## config.mk

```make
export PLATFORM = sky130hd
export DESIGN_NAME = pwm_output_controller
export DESIGN_NICKNAME = d
export VERILOG_FILES = /design/src/rtl/pwm_ctrl_pkg.sv /design/src/rtl/pwm_tick_gen.sv /design/src/rtl/pwm_output_controller.sv
export SDC_FILE = /design/constraint.sdc
export NUM_CORES = 1
export LEC_CHECK = 0
export ABC_AREA = 1
export BUFFER_PORTS_ARGS = -buffer_cell sky130_fd_sc_hd__buf_2
export CAP_MARGIN = 25
export CORE_MARGIN = 2
export CORE_UTILIZATION = 30
export CTS_CLUSTER_SIZE = 28
export DETAILED_ROUTE_END_ITERATION = 16
export SLEW_MARGIN = 15
export SYNTH_ARGS = -nofsm -noshare
export SYNTH_HDL_FRONTEND = slang
export SYNTH_HIERARCHICAL = 1
export SYNTH_SLANG_ARGS = --single-unit
```

## constraint.sdc

```tcl
create_clock -name clk -period 3 [get_ports clk]
set_input_delay 0.3 -clock clk [delete_from_list [all_inputs] [get_ports clk]]
set_output_delay 0.3 -clock clk [all_outputs]
set_load 0.05 [all_outputs]
```

## src/rtl/pwm_ctrl_pkg.sv

```systemverilog
`default_nettype none
// ---------------------------------------------------------------------------
// pwm_ctrl_pkg : shared types and constants for the PWM output controller.
// Rev 1.0
// ---------------------------------------------------------------------------
package pwm_ctrl_pkg;

    typedef enum logic {
        IDLE = 1'b0,
        RUN  = 1'b1
    } pwm_state_t;

    localparam logic [7:0] PWM_CNT_MAX = 8'd254;

    typedef struct packed {
        logic [15:0] en_out;
        logic [15:0] en_pwm;
        logic [7:0]  duty;
    } pwm_cfg_t;

endpackage
`default_nettype wire

```

## src/rtl/pwm_tick_gen.sv

```systemverilog
`default_nettype none
// ---------------------------------------------------------------------------
// pwm_tick_gen : CLK_DIV prescaler, one-cycle tick, synchronous clear.
// Rev 1.0
// ---------------------------------------------------------------------------
module pwm_tick_gen #(
    parameter int CLK_DIV = 13
) (
    input  logic clk,
    input  logic rst_n,
    input  logic clr_i,
    output logic tick_o
);

    localparam logic [7:0] DIV_LAST = 8'(CLK_DIV - 1);

    logic [7:0] div_q;
    logic [7:0] div_d;

    always_comb begin
        div_d = div_q + 8'd1;
        if (clr_i || (div_q == DIV_LAST)) begin
            div_d = 8'd0;
        end
    end

    always_ff @(posedge clk or negedge rst_n) begin
        if (!rst_n) begin
            div_q <= 8'd0;
        end else begin
            div_q <= div_d;
        end
    end

    assign tick_o = ~clr_i & (div_q == DIV_LAST);

endmodule
`default_nettype wire

```

## src/rtl/pwm_output_controller.sv

```systemverilog
`default_nettype none
// ---------------------------------------------------------------------------
// pwm_output_controller : double-buffered PWM engine driving 16 output pins.
// Rev 1.0
// ---------------------------------------------------------------------------
module pwm_output_controller
    import pwm_ctrl_pkg::*;
#(
    parameter int CLK_DIV = 13
) (
    input  logic        clk,
    input  logic        rst_n,
    input  logic [7:0]  en_reg_out_7_0,
    input  logic [7:0]  en_reg_out_15_8,
    input  logic [7:0]  en_reg_pwm_7_0,
    input  logic [7:0]  en_reg_pwm_15_8,
    input  logic [7:0]  pwm_duty_cycle,
    input  logic        cfg_update,
    output logic [15:0] pwm_out,
    output logic        cfg_pending,
    output logic        period_start
);

    pwm_cfg_t   live_w;
    pwm_cfg_t   staging_q;
    pwm_cfg_t   active_q;
    pwm_cfg_t   active_d;
    pwm_state_t state_q;
    logic [7:0] cnt_q;
    logic       pending_q;
    logic       start_q;
    logic [15:0] pwm_out_q;
    logic       period_start_q;

    logic        tick_w;
    logic        boundary_w;
    logic        commit_w;
    logic        run_d;
    logic        level_w;
    logic [15:0] pwm_out_d;

    assign live_w = {en_reg_out_15_8, en_reg_out_7_0,
                     en_reg_pwm_15_8, en_reg_pwm_7_0, pwm_duty_cycle};

    pwm_tick_gen #(
        .CLK_DIV (CLK_DIV)
    ) u_tick_gen (
        .clk    (clk),
        .rst_n  (rst_n),
        .clr_i  (state_q == IDLE),
        .tick_o (tick_w)
    );

    assign boundary_w = (state_q == RUN) & tick_w & (cnt_q == PWM_CNT_MAX);

    // A boundary with nothing staged and no strobe leaves active untouched.
    assign commit_w = ((state_q == IDLE) & pending_q)
                    | (boundary_w & (pending_q | cfg_update));

    assign active_d  = commit_w ? (cfg_update ? live_w : staging_q) : active_q;
    assign run_d     = |(active_d.en_out & active_d.en_pwm);
    assign level_w   = (cnt_q < active_q.duty);
    assign pwm_out_d = active_q.en_out & (~active_q.en_pwm | {16{level_w}});

    always_ff @(posedge clk or negedge rst_n) begin
        if (!rst_n) begin
            staging_q      <= '0;
            active_q       <= '0;
            state_q        <= IDLE;
            cnt_q          <= 8'd0;
            pending_q      <= 1'b0;
            start_q        <= 1'b0;
            pwm_out_q      <= 16'd0;
            period_start_q <= 1'b0;
        end else begin
            active_q <= active_d;
            if (cfg_update) begin
                staging_q <= live_w;
            end
            if (commit_w) begin
                pending_q <= 1'b0;
            end else if (cfg_update) begin
                pending_q <= 1'b1;
            end

            start_q <= 1'b0;
            case (state_q)
                IDLE: begin
                    cnt_q <= 8'd0;
                    if (commit_w && run_d) begin
                        state_q <= RUN;
                        start_q <= 1'b1;
                    end
                end
                RUN: begin
                    if (tick_w) begin
                        if (cnt_q == PWM_CNT_MAX) begin
                            cnt_q <= 8'd0;
                            if (run_d) begin
                                start_q <= 1'b1;
                            end else begin
                                state_q <= IDLE;
                            end
                        end else begin
                            cnt_q <= cnt_q + 8'd1;
                        end
                    end
                end
                default: begin
                    state_q <= IDLE;
                    cnt_q   <= 8'd0;
                end
            endcase

            // start_q marks the edge where cnt became 0; delaying it one
            // clock lines it up with the first registered output of the period.
            pwm_out_q      <= pwm_out_d;
            period_start_q <= start_q;
        end
    end

    assign pwm_out      = pwm_out_q;
    assign cfg_pending  = pending_q;
    assign period_start = period_start_q;

endmodule
`default_nettype wire

```

==> results of run 1 <==
[power by group]
part	switching (mW)	internal, mW	total, mW
Sequential	0.0269	1.65	1.67
Clock	0.685	1.49	2.18
Combinational	0.180	0.0768	0.257
[cell families (layout without fill, tap and decap cells)]
family / after synthesis / count (layout) / synth area share
adders and majority gates: 11 / 11 / 0.0279
and+or+nand+nor: 317 / 318 / 0.270
AOI/OAI and AO/OA: 49 / 49 / 0.0644
buffers and inverters: 43 / 124 / 0.0395
DFF: 116 / 116 / 0.588
xor gates and xnor gates: 6 / 6 / 0.0106
[synthesized netlist by cell type]
cell type  instances  area share
o21ai_1            2      0.0020
nor2_8             1      0.0041
o21bai_4           1      0.0038
nor2_1            23       0.017
nand2_2            6      0.0076
a21o_1             1      0.0015
a31oi_1            4      0.0051
o211ai_1           1      0.0015
nand2_1          248        0.19
nand2_4            4      0.0091
a21oi_1            9      0.0091
inv_1             25       0.019
nand4_1            1      0.0013
xnor2_1            2      0.0035
nor2_4             1      0.0023
xor2_1             4      0.0071
ha_1              11       0.028
buf_6              4      0.0091
dfrtp_1          116        0.59
o22ai_1            3      0.0038
a21boi_0           9       0.014
inv_2              1     0.00076
o21ai_0           10       0.010
a21boi_1           8       0.012
nand4_4            1      0.0043
o21bai_1           1      0.0015
clkbuf_1          10      0.0076
nand3_4            1      0.0035
nor3_1             3      0.0030
buf_2              3      0.0030
nand3_1           27       0.027
nor2_2             1      0.0013
[state kept, by name (all words and copies together) (netlist names)]
| register | count |
|---|---|
| active_q | 40 |
| cfg_pending | 1 |
| cnt_q | 8 |
| period_start | 1 |
| pwm_out | 16 |
| staging_q | 40 |
| start_q | 1 |
| state_q | 1 |
| u_tick_gen/div_q | 8 |
[final cells by class]
type | instances | area share
well taps | 216 | 0.0440
inverters | 26 | 0.0159
multi-input cells | 384 | 0.303
flip-flops and latches | 116 | 0.473
repair buffers | 66 | 0.0587
clock buffers | 23 | 0.0811
clock inverters | 9 | 0.0241
[final timing paths]
kind / from / end / slack [ns]
min in group clk: en_reg_pwm_7_0[1] / staging_q[9]$_DFF_PN0_ / 0.12
max in group asynchronous: rst_n / u_tick_gen/div_q[7]$_DFF_PN0_ / 2.23
hold / removal: rst_n / active_q[2]$_DFFE_PN0N_ / -0.02
hold reg to reg: start_q$_DFF_PN0_ / period_start$_DFF_PN0_ / 0.42
setup reg to reg: u_tick_gen/div_q[0]$_DFF_PN0_ / state_q$_DFF_PN0_ / 0.33
setup / recovery: u_tick_gen/div_q[0]$_DFF_PN0_ / state_q$_DFF_PN0_ / 0.33
[repair_timing]
action | CTS | global route
resized for setup | 0 | 1
hold buffers | 0 | 0
buffers inserted | 0 | 2
setup endpoints to repair | 0 | 2
[layout by cell type, fill, tap and decap left out, types with 2 or more instances in the layout]
master / count
buf_2: 59
clkbuf_8: 5
bufinv_16: 4
nor2_1: 23
nand2_2: 6
o22ai_1: 3
dfrtp_1: 116
clkbuf_16: 17
ha_1: 11
nor3_1: 3
a21oi_1: 9
xnor2_1: 2
nand2_1: 248
a31oi_1: 4
nand3_1: 27
o21ai_1: 2
buf_4: 6
o21ai_0: 10
xor2_1: 4
a21boi_0: 9
nand2_4: 4
inv_1: 25
clkinv_2: 4
a21boi_1: 8
[metal layers]
| layer | vias to the layer above | routed length, um |
|---|---|---|
| met5 | - | 0 |
| met4 | 0 | 150 |
| met3 | 14 | 356 |
| met2 | 68 | 5470 |
| met1 | 1715 | 5070 |
| li1 | 1862 | - |
[worst register-to-register path: cells and delay by family (launching register included)]
kind                       cells  cell delay (ns)
adders and majority gates      1             0.15
and+or+nand+nor               11             1.42
DFF                            1             0.41
buffers and inverters          3             0.53
AOI/OAI and AO/OA              1             0.06
==> results.py, run 1 <==
metrics = {
    "global_route": {
        "grt_util_all_layers": 0.134,
        "met2_usage": 0.221,
        "grt_overflow_total": 0,
        "grt.busiest_layer": "met2",
        "grt_pass1_vias": 3818,
        "antenna_found_initial": 0,
        "globalRouteMet1Util": 0.172,
        "grt_pass1_wl_um": 18600,
        "grt_max_degree": 64,
        "use_met3": 0.0327,
    },
    "finish": {
        "stdcell_area_sq_um": 6140,
        "drive_above_1_share": 0.184,
        "fin_util": 0.384,
        "num-nets-final": 665,
        "area_growth_pct": 24.3,
        "multi_input_area_sq_um": 1860,
        "fillers": 1624,
        "diodes": 0,
        "stdcell_count": 840,
        "regArea_sq_um": 2900,
    },
    "detailed_routing": {
        "wl_per_cell_um": 13.2,
        "drtPass1Iterations": 4,
        "num_vias": 3659,
        "vias_per_cell": 4.36,
        "drtIter0Drc": 125,
        "drcViolationCount": 0,
        "detail-route-antenna-nets": 0,
        "drt_wl_total_um": 11100,
    },
    "timing": {
        "skew_ns": 0.00757,
        "finalCritPeriodShare": 0.891,
        "setup_tns_ns": 0,
        "relSlewSlack": 0.458,
        "hold_ws_ns": -0.0231,
        "rsz0062_at_grt": "no",
        "fmax_ghz": 0.374,
        "hold_violations": 17,
        "setup_slack_ns": 0.328,
        "finalMaxSlewViolations": 0,
        "setup_viol": 0,
        "worst_pin_slew_ns": 0.813,
        "period_minus_slack_ns": 2.67,
    },
    "setup_path": {
        "crit_arrival_ns": 2.96,
        "crit_path_end_kind": "flop",
        "reg2reg_depth": 16,
        "cp.required_ns": 3.28,
        "critical-path-top-delay-family": "simple AND/OR/NAND/NOR gates",
        "critPathKind": "flop to flop",
        "crit_chain": "inv_1 > ha_1 > nand3_1 > nor3_1 > nand2_1 > inv_1 > nand4_4 > buf_4 > nand3_1 > nand2_1 > nand2_1 > nand2_1 > nor2_1 > nand2_1 > nor2_2 > o21ai_1",
        "cp_slowest_cell": "dfrtp_1",
        "critPathBufInv": 3,
        "cpMostUsedCell": "nand2_1",
        "cp_slowest_stage_delay_ns": 0.41,
        "critPathMaxFanout": 11,
        "cp-start-kind": "flop",
        "worst-path-stages": 16,
    },
    "clock_network": {
        "clockRootBuffer": "clkbuf_16",
        "clock_sinks": 116,
        "insertion_delay_ns": 0.41,
        "clk_pin_slew_worst_paths_ns": 0.05,
        "tritoncts": "done",
        "clk_path_buf_depth": 2,
        "htreeDepth": 4,
        "cts_buffers": 17,
    },
    "power_and_ir_drop": {
        "total_power_mw": 4.11,
        "pwr_density_cell_nw_per_um2": 670,
        "p_leak_nw": 3.23,
        "peakVddDrop_mv": 0.355,
    },
    "synth": {
        "syn_inst": 542,
        "synthesis.area_sq_um": 4940,
        "yosys_register_bits": 116,
        "synth_nets": 596,
        "yosysWarnings": 6,
        "ys_seq_area_frac": 0.588,
        "synth.avg_cell_area_sq_um": 9.11,
        "synthDistinctLibCells": 32,
    },
    "floorplanning": {
        "fp.coreArea_sq_um": 16000,
        "die_w_um": 132,
        "rows": 46,
        "die-height_um": 132,
        "initial_utilization": 0.309,
        "io-pin-count": 61,
        "die_area_sq_um": 17500,
    },
    "placed_design": {
        "port-buffer-count": 60,
        "placed_cells": 805,
        "dp_hpwl_um": 7560,
        "dp_slack_ns": 0.265,
        "placed_area_sq_um": 5460,
        "gp_congestion": 0.743,
    },
    "job": {
        "max_cap_viol_count": 0,
    },
    "outcome": {
        "failed_checks": "hold timing",
        "status": "complete, but fails checks",
    },
    "worst_hold_path": {
        "hold_class": "input pin to async pin",
    },
}
(Power assumes the default switching activity.)
==> run 2, diff against run 1 <==
Settings changed: REMOVE_ABC_BUFFERS from default to 1.
==> run 2 against run 1 <==
Net effect:
- the flow now finishes without violations
- wire length fell by 1.8%
- final area fell by 0.22%
- power rose by 0.26%
- clock power barely moved
- setup slack improved by 0.024 ns
- critical endpoint is now start_q$_DFF_PN0_
- highest routed layer unchanged
==> results.py, run 2 (synthesis results as in run 1) <==
metrics = {
    "setup_path": {
        "crit_path_end_kind": "flop",
        "reg2reg_depth": 16,
        "cp.required_ns": 3.32,
        "critPathMaxFanout": 42,
        "timing.rr.end": "start_q$_DFF_PN0_",
        "ff2ff_setup_slack_ns": 0.35,
        "r2r-start": "u_tick_gen/div_q[0]$_DFF_PN0_",
        "critPathKind": "flop to flop",
        "crit_arrival_ns": 2.97,
        "critPathCapture": "start_q$_DFF_PN0_",
        "startpoint": "u_tick_gen/div_q[0]$_DFF_PN0_",
        "cp-start-kind": "flop",
    },
    "floorplanning": {
        "initial_utilization": 0.309,
        "rows": 46,
        "die_area_sq_um": 17500,
        "die_w_um": 132,
        "io-pin-count": 61,
        "die-height_um": 132,
        "fp.coreArea_sq_um": 16000,
    },
    "placed_design": {
        "dp_hpwl_um": 7240,
        "gp_congestion": 0.795,
        "placed_cells": 805,
        "placed_area_sq_um": 5460,
        "port-buffer-count": 60,
    },
    "finish": {
        "drive_above_1_share": 0.182,
        "fillers": 1629,
        "stdcell_count": 838,
        "num-nets-final": 663,
        "regArea_sq_um": 2900,
        "layout_common_cells": "248 x nand2_1, 116 x dfrtp_1, 59 x buf_2",
        "stdcell_area_sq_um": 6120,
        "multi_input_area_sq_um": 1850,
        "area_growth_pct": 24.0,
        "fin_util": 0.383,
        "final_common_cell": "nand2_1",
        "diodes": 0,
    },
    "clock_network": {
        "tritoncts": "done",
        "clockRootBuffer": "clkbuf_16",
        "htreeDepth": 4,
        "insertion_delay_ns": 0.40,
        "cts_buffers": 17,
        "clk_path_buf_depth": 2,
        "clock_sinks": 116,
        "clk_pin_slew_worst_paths_ns": 0.05,
    },
    "global_route": {
        "grt_max_degree": 61,
        "grt_overflow_total": 0,
        "antenna_found_initial": 0,
        "grt_pass1_wl_um": 18600,
        "grt_util_all_layers": 0.133,
        "grt_pass1_vias": 3927,
    },
    "timing": {
        "skew_ns": 0.00829,
        "relSlewSlack": 0.389,
        "finalCritPeriodShare": 0.883,
        "hold_violations": 0,
        "period_minus_slack_ns": 2.65,
        "worst_pin_slew_ns": 0.911,
        "setup_viol": 0,
        "setup_tns_ns": 0,
        "rsz0062_at_grt": "no",
        "fmax_ghz": 0.378,
        "finalMaxSlewViolations": 0,
    },
    "job": {
        "max_cap_viol_count": 0,
    },
    "power_and_ir_drop": {
        "peakVddDrop_mv": 0.314,
        "total_power_mw": 4.12,
        "pwr_density_cell_nw_per_um2": 673,
        "p_leak_nw": 3.21,
    },
    "detailed_routing": {
        "drtPass1Iterations": 4,
        "drt_wl_total_um": 10900,
        "vias_per_cell": 4.44,
        "drtIter0Drc": 168,
        "detail-route-antenna-nets": 0,
        "num_vias": 3717,
        "wl_per_cell_um": 13.0,
        "drcViolationCount": 0,
    },
    "worst_hold_path": {
        "hold_class": "input pin to flop",
        "hold_path_depth": 3,
    },
    "outcome": {
        "status": "finished clean",
    },
}
==> run 2: cell count changes in the layout (fill, tap and decap cells not counted), sizes merged <==
cell	delta
clkbuf	-5
clkinvlp	+3
buf	-2
bufinv	+1
clkinv	+1
dlygate4sd3	+1
nand2	-1
==> run 2: per-stage QoR <==
stage                     hold WS [ns]  setup slack [ns]
after global routing             0.128            0.0620
after global placement           0.399             0.372
after floorplan                0.00441             0.702
final                            0.128             0.352
after detailed placement         0.394             0.251
after CTS                        0.113             0.196
==> run 2: report_power, final <==
part,switching (mW),total [mW],internal [mW]
combinational,0.182,0.260,0.0778
sequential,0.0261,1.67,1.65
clock,0.699,2.19,1.49
==> run 2: worst min path at each step <==
stage	start	to	slack (ns)
3_3_place_gp	start_q$_DFF_PN0_	period_start$_DFF_PN0_	0.40
5_1_grt	pwm_duty_cycle[2]	staging_q[2]$_DFF_PN0_	0.13
4_1_cts	en_reg_pwm_15_8[5]	staging_q[21]$_DFF_PN0_	0.11
3_5_place_dp	start_q$_DFF_PN0_	period_start$_DFF_PN0_	0.39
6_report	pwm_duty_cycle[2]	staging_q[2]$_DFF_PN0_	0.13
2_1_floorplan	rst_n	active_q[0]$_DFFE_PN0N_	0.004
==> run 2: area by class of cell <==
type / instances / area share
clock buffer: 18 / 0.0717
clock inverter: 14 / 0.0341
inverter: 26 / 0.0159
multi-input combinational: 383 / 0.302
sequential: 116 / 0.474
tap: 216 / 0.0441
timing repair buffer: 65 / 0.0580
==> run 2: critical path, stage by stage (launching register included) <==
cell     delay, ns
dfrtp_1       0.41
inv_1         0.10
ha_1          0.14
nand3_1       0.13
nor3_1        0.27
nand2_1       0.11
inv_1         0.16
nand4_4       0.30
nand2_8       0.34
nand2_1       0.09
nand2_1       0.10
nand2_1       0.06
nand2_1       0.06
nor2_1        0.05
nand2_1       0.09
nor2_2        0.05
nor3_1        0.11
==> run 2: metal layers <==
layer,vias to the layer above,global-route usage,part of all wire
li1,1848,-,-
met5,-,0,0
met4,0,0.0382,0.012
met3,13,0.0369,0.029
met1,1782,0.167,0.48
met2,74,0.223,0.48
==> run 2: repair_timing <==
| item | 4_1_cts | 5_1_grt |
|---|---|---|
| endpoints found under the setup margin | 0 | 2 |
| resized for setup | 0 | 1 |
| setup buffers | 0 | 0 |
| endpoints found under the hold margin | 56 | 0 |
| hold buffers | 1 | 0 |
==> run 3, diff against run 2 <==
Settings changed: BUFFER_PORTS_ARGS -buffer_cell sky130_fd_sc_hd__buf_2 to default, CORE_ASPECT_RATIO from default to 0.6, DONT_BUFFER_PORTS from default to 1.
==> run 3 against run 2 <==
Net effect:
- fmax increased by 5.6%
- combinational power shrank 33%
- highest routed layer unchanged
- die area increased by 0.20%
- count of clock-buffer cells in the layout up 1
==> results.py, run 3 (synthesis results as in run 1) <==
metrics = {
    "setup_path": {
        "critPathMaxFanout": 42,
        "reg2reg_depth": 16,
        "cp-start-kind": "flop",
        "ff2ff_setup_slack_ns": 0.49,
        "crit_path_end_kind": "flop",
        "timing.rr.end": "start_q$_DFF_PN0_",
        "crit_arrival_ns": 2.84,
        "r2r-start": "u_tick_gen/div_q[0]$_DFF_PN0_",
        "cp.required_ns": 3.33,
        "critPathKind": "flop to flop",
    },
    "power_and_ir_drop": {
        "p_leak_nw": 2.96,
        "p_int_mw": 3.17,
        "power_frac_comb": 0.043,
        "swShare": 0.223,
        "clock_power_share": 0.537,
        "total_power_mw": 4.08,
        "p_seq_frac": 0.421,
        "peakVddDrop_mv": 0.468,
        "pwr_density_cell_nw_per_um2": 702,
        "power_switching_uw": 908,
    },
    "detailed_routing": {
        "drt_wl_total_um": 10900,
        "detail-route-antenna-nets": 0,
        "num_vias": 3498,
        "drtIter0Drc": 187,
        "vias_per_cell": 4.53,
        "wl_per_cell_um": 14.1,
        "drcViolationCount": 0,
        "drtPass1Iterations": 4,
    },
    "clock_network": {
        "clk_pin_slew_worst_paths_ns": 0.05,
        "tritoncts": "done",
        "clockRootBuffer": "clkbuf_16",
        "insertion_delay_ns": 0.41,
        "post_cts_buffers": 0,
        "clk_path_buf_depth": 2,
        "cts_resized": 0,
        "clock_sinks": 116,
        "htreeDepth": 4,
        "cts_buffers": 17,
    },
    "timing": {
        "setup_tns_ns": 0,
        "hold_ws_ns": 0.0313,
        "relSlewSlack": 0.565,
        "finalMaxSlewViolations": 0,
        "period_minus_slack_ns": 2.51,
        "worst_pin_slew_ns": 0.649,
        "hold_violations": 0,
        "setup_viol": 0,
        "fmax_ghz": 0.399,
        "finalCritPeriodShare": 0.836,
        "skew_ns": 0.00698,
        "rsz0062_at_grt": "no",
    },
    "global_route": {
        "globalRouteMet1Util": 0.178,
        "grt_max_degree": 117,
        "met2_usage": 0.204,
        "grt.busiest_layer": "met2",
        "grt_util_all_layers": 0.135,
        "use_met3": 0.0434,
        "grt_overflow_total": 0,
        "antenna_found_initial": 0,
        "grt_pass1_vias": 3722,
        "grt_pass1_wl_um": 18000,
    },
    "placed_design": {
        "placed_cells": 738,
        "placed_area_sq_um": 5130,
        "dp_hpwl_um": 7240,
        "gp_congestion": 0.772,
        "port-buffer-count": 0,
    },
    "finish": {
        "diodes": 0,
        "area_growth_pct": 17.6,
        "stdcell_area_sq_um": 5810,
        "drive_above_1_share": 0.0924,
        "layout_common_cells": "248 x nand2_1, 116 x dfrtp_1, 27 x nand3_1",
        "num-nets-final": 604,
        "stdcell_count": 772,
        "final_common_cell": "nand2_1",
    },
    "floorplanning": {
        "rows": 36,
        "io-pin-count": 61,
        "initial_utilization": 0.305,
        "die-height_um": 103,
        "fp.coreArea_sq_um": 16200,
        "die_area_sq_um": 17500,
        "die_w_um": 170,
    },
    "worst_hold_path": {
        "hold_path_depth": 2,
        "holdCritStartpoint": "pwm_duty_cycle[1]",
        "min_to": "staging_q[1]$_DFF_PN0_",
        "hold_class": "input pin to flop",
    },
    "outcome": {
        "status": "finished clean",
    },
    "job": {
        "max_cap_viol_count": 0,
    },
}
==> run 3: cell types whose count changed in the layout (fill, tap and decap cells not counted), sizes merged <==
| cell | previous run | this run |
|---|---|---|
| buf | 64 | 5 |
| inv | 26 | 27 |
| clkbuf | 18 | 19 |
| clkinvlp | 4 | 2 |
==> run 3: power by group through the flow <==
stage	combinational, mW	sequential, mW	clock (mW)
finish	0.174	1.72	2.19
global route	0.205	1.72	2.30
CTS	0.144	1.72	2.22
detailed placement	0.142	1.74	0
global placement	0.138	1.74	0
floorplan	0.102	1.73	0
==> run 3: metal layers <==
layer	wire (um)	share of wire	vias to the layer above
met2	4710	0.43	61
met3	548	0.050	16
met5	0	0	-
met4	177	0.016	0
met1	5440	0.50	1689
li1	-	-	1732
==> run 3: worst max-delay path, stage by stage, from the launching register on <==
cell and delay (ns):
dfrtp_1 0.41, inv_1 0.09, ha_1 0.15, nand3_1 0.13, nor3_1 0.27, nand2_1 0.10, inv_1 0.16, nand4_4 0.13
nand2_4 0.35, nand2_1 0.13, nand2_2 0.10, nand2_1 0.06, nand2_1 0.07, nor2_1 0.04, nand2_1 0.07, nor2_2 0.04
nor3_1 0.11
==> run 3: worst max path at each step <==
stage / start / to / cells after the start
after floorplan: u_tick_gen/div_q[0]$_DFF_PN0_ / start_q$_DFF_PN0_ / 16
after global placement: u_tick_gen/div_q[0]$_DFF_PN0_ / start_q$_DFF_PN0_ / 16
after detailed placement: u_tick_gen/div_q[0]$_DFF_PN0_ / start_q$_DFF_PN0_ / 16
after CTS: u_tick_gen/div_q[0]$_DFF_PN0_ / start_q$_DFF_PN0_ / 16
after global routing: u_tick_gen/div_q[0]$_DFF_PN0_ / start_q$_DFF_PN0_ / 16
final: u_tick_gen/div_q[0]$_DFF_PN0_ / start_q$_DFF_PN0_ / 16
==> run 3: stage by stage <==
stage               worst slack (ns)   util
CTS                            0.462  0.357
detailed placement             0.488  0.317
floorplan                      0.702      -
global placement               0.567  0.317
finish                         0.493  0.359
global route                   0.163  0.359
==> run 3: layout make-up <==
type                       instances  area (sq um)
inverter                          26          97.6
multi-input combinational        383          1840
clock inverter                    13           206
clock buffer                      19           433
fill                            1624         10400
timing repair buffer               6          67.6
tap                              209           262
sequential                       116          2900
